--- src/rtl/lfsr_engine.sv ---
// lfsr_engine: counted Fibonacci/Galois LFSR runner; ports clk, rst (async), start, abort, mode, seed, steps -> lfsr_out, busy, done, zero_flag; LFSR_ENGINE_ZERO_GUARD_EN loads a zero seed as 1
module lfsr_engine #(
  parameter int WIDTH = 32,
  parameter logic [WIDTH-1:0] TAPS = WIDTH'(32'h80200003),
  parameter int CNT_W = 8
) (
  input  logic             clk,
  input  logic             rst,
  input  logic             start,
  input  logic             abort,
  input  logic             mode,
  input  logic [WIDTH-1:0] seed,
  input  logic [CNT_W-1:0] steps,
  output logic [WIDTH-1:0] lfsr_out,
  output logic             busy,
  output logic             done,
  output logic             zero_flag
);
  typedef enum logic [1:0] {IDLE, RUN, DONE} state_t;
  state_t st, st_n;
  logic [WIDTH-1:0] lfsr, lfsr_n, step_v, seed_v;
  logic [CNT_W-1:0] cnt, cnt_n;
  logic gal, gal_n;
`ifdef LFSR_ENGINE_ZERO_GUARD_EN
  assign seed_v = (seed == '0) ? WIDTH'(1) : seed;
`else
  assign seed_v = seed;
`endif
  assign step_v = gal ? ((lfsr << 1) ^ (lfsr[WIDTH-1] ? TAPS : '0)) : {lfsr[WIDTH-2:0], ^(lfsr & TAPS)};
  always_comb begin
    st_n = st;
    lfsr_n = lfsr;
    cnt_n = cnt;
    gal_n = gal;
    case (st)
      IDLE: if (start) begin
        lfsr_n = seed_v;
        cnt_n = steps;
        gal_n = mode;
        st_n = (steps != '0) ? RUN : DONE;
      end
      RUN: if (abort) st_n = IDLE;
      else begin
        lfsr_n = step_v;
        cnt_n = cnt - 1'b1;
        st_n = (cnt == CNT_W'(1)) ? DONE : RUN;
      end
      default: st_n = IDLE;
    endcase
  end
  always_ff @(posedge clk or posedge rst)
    if (rst) begin
      st <= IDLE;
      lfsr <= '0;
      cnt <= '0;
      gal <= 1'b0;
    end else begin
      st <= st_n;
      lfsr <= lfsr_n;
      cnt <= cnt_n;
      gal <= gal_n;
    end
  assign lfsr_out = lfsr;
  assign busy = st == RUN;
  assign done = st == DONE;
  assign zero_flag = lfsr == '0;
endmodule
--- config.mk ---
export PLATFORM = sky130hd
export DESIGN_NAME = lfsr_engine
export DESIGN_NICKNAME = d
export VERILOG_FILES = /design/src/rtl/lfsr_engine.sv
export SDC_FILE = /design/constraint.sdc
export NUM_CORES = 1
export LEC_CHECK = 0
export CORE_MARGIN = 8
export CORE_UTILIZATION = 45
export DETAILED_ROUTE_END_ITERATION = 6
export MAX_ROUTING_LAYER = met4
export PLACE_DENSITY = 0.79
export SLEW_MARGIN = 5
export SYNTH_ARGS = -nofsm -noshare
export SYNTH_HDL_FRONTEND = slang
export SYNTH_SLANG_ARGS = --single-unit
--- constraint.sdc ---
create_clock -name clk -period 2.52 [get_ports clk]
set_input_delay 0.504 -clock clk [delete_from_list [all_inputs] [get_ports clk]]
set_output_delay 0.504 -clock clk [all_outputs]
set_load 0.05 [all_outputs]
Word-level counts from Yosys, hierarchy flattened:

Index checks and enable logic that the tools add are counted.

* add/sub/neg operators: 1
* multipliers: 0
* divide/modulo/power cells: 0
* $lt $le $gt $ge: 0
* equality and inequality tests: 5
* shifts and indexed selects: 0
* multiplexer cells: 13
* bitwise gates (word level): 1
* reduce and logical (&&, ||, !) cells: 7

Operators with widths (count)
* two-way mux 32 bit: 4
* case mux 32 bit (2 select lines): 1
* zero test 32 bit: 1
* XOR reduction 32 bit: 1
* XOR 32 bit: 1
* two-way mux 8 bit: 2
* case mux 8 bit (2 select lines): 1
* equality test 8 x 1 -> 1 bit, second input constant: 1
* two-way mux 2 bit: 4
* nonzero test 8 bit: 1
* subtractor 8 x 1 -> 8 bit, second input constant: 1
* inequality test 2 bit, second input constant: 2
* case mux 2 bit (2 select lines): 1
* AND reduction 3 bit: 1
* equality test 2 x 1 -> 1 bit, second input constant: 1
* equality test 2 bit, second input constant: 1
* zero test 2 bit: 1
* AND reduction 2 bit: 1
* nonzero test 2 bit: 1

* register bits: 43
* bits in latches: 0
* memory bits (writable): 0
* bits in read-only memories: 0
* input bits: 45
* word-level logic and storage cells: 31
* memories kept: 0

Longest topological paths before layout:

* depth in word-level cells: 5
* mapped depth: 7
* gate-level depth less buffers: 6

Worst setup path after synthesis:

OpenSTA, ideal clock, no wires.

* path type: register to output
* start: register lfsr[31], in the netlist lfsr_out[31]
* end: output port zero_flag
* arrival time: 1.828 ns
* data required time: 2.016 ns
* path slack: 0.188 ns
* cell stages (with the launch flop): 6
* path through: dfrtp_1 inv_1 ha_1 nor4b_1 nand4_1 nor2_1

* word-level cells in the longest chain between the ends: 1

Ends and longest elaborated chain
* start, declared: line 21 `logic [WIDTH-1:0] lfsr, lfsr_n, step_v, seed_v;`
* start signal, assigned: line 59 `lfsr <= lfsr_n;`
* zero test 32 bit: line 66 `assign zero_flag = lfsr == '0;`
* end, declared: line 17 `output logic zero_flag`

Every way passes these cells.

Final worst setup path:

* start: register st[1]
* end: output port done

* word-level cells in the longest chain between the ends: 1

Ends and longest elaborated chain
* start, declared: line 20 `state_t st, st_n;`
* start signal, assigned: line 58 `st <= st_n;`
* equality test 2 bit: line 65 `assign done = st == DONE;`
* end, declared: line 16 `output logic done,`

Every way passes these cells.

==> impl_metrics.py <==
metrics = {
    "logic_synthesis": {
        "synth-xor-area-share_pct": 1.11,
        "synth_compound_area_share_pct": 18.0,
        "synth.area.top_cells": "dfrtp_1, nand2_1, a31oi_1",
        "synth_most_common_cell": "nand2_1",
        "avgSynthCellArea_um2": 8.59,
        "yosysTopAreaCell": "dfrtp_1",
        "synthSimpleGateAreaFrac_pct": 25.3,
        "synth-seq-cells": 43,
        "synth_top_family_by_area": "simple AND/OR/NAND/NOR gates",
        "synth_top_area_share_pct": 45.6,
        "syn_inst": 275,
        "synth_cell_types": 43,
        "seq_area_frac_synth_pct": 45.6,
        "synth_fa_ha_area_share_pct": 2.12,
        "ys_warn_count": 0,
        "synth_flop_cell": "dfrtp_1",
        "ys_async_sr_fraction_pct": 100,
        "synthMuxAreaShare_pct": 1.32,
        "synth_top_cells_by_count": "nand2_1, dfrtp_1, nor2_1",
        "syn_nets": 324,
        "synth_edf_count": 0,
        "syn_area_mm2": 0.00236,
    },
    "global_routing": {
        "grt_start_max_net_pins": 66,
        "grt_antenna_before_repair": 0,
        "gr-usage-all-layers_pct": 17.1,
        "grt_pass1_wl_um": 10300,
        "first_global_vias": 2129,
        "grt_overflow": 0,
    },
    "setup_path": {
        "worst-path-max-fanout": 7,
        "cp.arrival_ns": 1.75,
        "cp.required_ns": 2.02,
        "start_kind": "flip-flop",
        "crit_path_end_kind": "primary output",
        "reg2reg_from": "cnt[0]$_DFFE_PP0P_",
        "r2r_cells": 6,
        "crit_start": "st[1]$_DFFE_PP0P_",
        "setup.worst_path.end": "done",
        "rrSetupSlack_ns": 0.84,
        "path_class": "flip-flop to primary output",
        "rr_endpoint": "cnt[6]$_DFFE_PP0P_",
    },
    "finish": {
        "area_delta_synth_final_pct": 39.0,
        "drive_gt1_share_pct": 6.61,
        "post-route-util_pct": 64.7,
        "antennaDiodeCount": 0,
        "fin_nets": 396,
        "final_area_mm2": 0.00328,
    },
    "sta": {
        "worst_pin_slew_ns": 0.596,
        "period_share_pct": 89.3,
        "slew_headroom_pct": 59.9,
        "setup_violations": 0,
        "finalMaxSlewViolations": 0,
        "final-hold-violation-count": 0,
        "timing.fmax_mhz": 445,
        "rsz0062_at_grt": "no",
        "layout_min_cycle_time_ns": 2.25,
        "fin_skew_ns": 0.00523,
        "timing.hold.ws_ns": 0.551,
        "tns_ns": 0,
    },
    "floorplan": {
        "die_w_um": 88.5,
        "core_mm2": 0.00507,
        "rows": 26,
        "io_pins": 80,
        "initial_core_util_pct": 46.5,
        "die_area_mm2": 0.00782,
        "die_y_um": 88.5,
    },
    "cts": {
        "clockBufferDepth": 2,
        "cts_tree": "done",
        "post_cts_resized": 0,
        "post_cts_buffers": 0,
        "clk_pin_slew_worst_paths_ns": 0.07,
        "clk_latency_ns": 0.29,
        "numCtsBuffers": 5,
        "cts_hold_buf": 0,
        "cts_sinks": 43,
        "cts.htree.levels": 2,
        "cts_root_buf": "clkbuf_8",
    },
    "placement": {
        "io_buffers": 79,
        "dpl_cell_area_mm2": 0.00318,
        "gp_congestion": 0.810,
        "hpwlAfterDp_um": 4660,
    },
    "route": {
        "drc": 0,
        "wirelength_um": 6460,
        "ant_nets": 0,
        "wl_per_cell_um": 15.4,
        "vias": 2216,
        "first_pass_iters": 4,
        "drt_iter0_drc": 120,
        "viasPerCell": 5.30,
    },
    "pwr": {
        "leakage_nw": 1.33,
        "peakVddDrop_mv": 0.644,
        "p_total_mw": 3.67,
        "powerDensity_mw_per_mm2": 1120,
    },
    "worst_hold_path": {
        "hold_class": "flip-flop to flip-flop",
    },
    "run": {
        "cap_viol_max_count": 0,
    },
    "outcome": {
        "status": "finished clean",
    },
}
cell usage in the layout (no fill, tap or decap), types with 3 or more instances in the layout:
master	count
a21oi_1	6
a31oi_1	30
buf_12	3
clkbuf_8	7
clkdlybuf4s50_1	77
dfrtp_1	43
ha_1	4
inv_1	6
nand2_1	64
nand4_1	3
nor2_1	41
nor3_1	5
nor4_1	7
o21ai_0	3
o21ai_1	6
o22a_1	3
xnor2_1	3
logic make-up after synthesis:
kind of cell / Yosys count
and+or+nand+nor: 133
AOI/OAI and AO/OA: 64
DFF: 43
buffers and inverters: 25
adders and majority gates: 4
xor gates and xnor gates: 3
muxes: 3
per-layer routing:
| layer | vias to the layer above | track usage [%] | share of wire (%) |
|---|---|---|---|
| met3 | 5 | 4.83 | 7.6 |
| met4 | 0 | 2.76 | 0.48 |
| met2 | 85 | 25.6 | 45 |
| li1 | 1103 | - | - |
| met5 | - | - | 0 |
| met1 | 1023 | 22.7 | 47 |
power by group:
part | switching, mW | total (mW) | internal (mW)
registers | 0.313 | 1.25 | 0.940
clock network | 0.227 | 0.477 | 0.250
logic | 1.23 | 1.94 | 0.710
total | 1.77 | 3.67 | 1.90
state kept, by name (all words and copies together), names as in the netlist:
register  flops
gal           1
st            2
cnt           8
lfsr_out     32
worst min-delay path by stage:
stage,depth (start not counted),end,start
3_3_place_gp,1,cnt[7]$_DFFE_PP0P_,cnt[7]$_DFFE_PP0P_
6_report,2,lfsr_out[1]$_DFFE_PP0P_,lfsr_out[1]$_DFFE_PP0P_
3_5_place_dp,2,lfsr_out[1]$_DFFE_PP0P_,lfsr_out[1]$_DFFE_PP0P_
5_1_grt,1,cnt[0]$_DFFE_PP0P_,cnt[0]$_DFFE_PP0P_
4_1_cts,2,lfsr_out[1]$_DFFE_PP0P_,lfsr_out[1]$_DFFE_PP0P_
2_1_floorplan,1,st[1]$_DFFE_PP0P_,st[1]$_DFFE_PP0P_
per-stage QoR:
stage,std cells,worst slack [ns]
floorplan,275,0.188
global placement,410,0.546
detailed placement,410,0.491
CTS,418,0.260
global route,418,0.167
finish,418,0.270
area by class of cell:
cell class,count,area (um2)
Clock buffer,8,100
Fill cell,461,1790
Inverter,8,35.0
Multi-Input combinational cell,207,1140
Sequential cell,43,1080
Tap cell,70,87.6
Timing Repair Buffer,82,846
worst max-delay path, cell delays in order, from the launching register on:
cell	delay [ns]
dfrtp_1	0.49
nor2b_1	0.16
clkdlybuf4s50_1	0.80
Power figures use the tool's default switching activity.
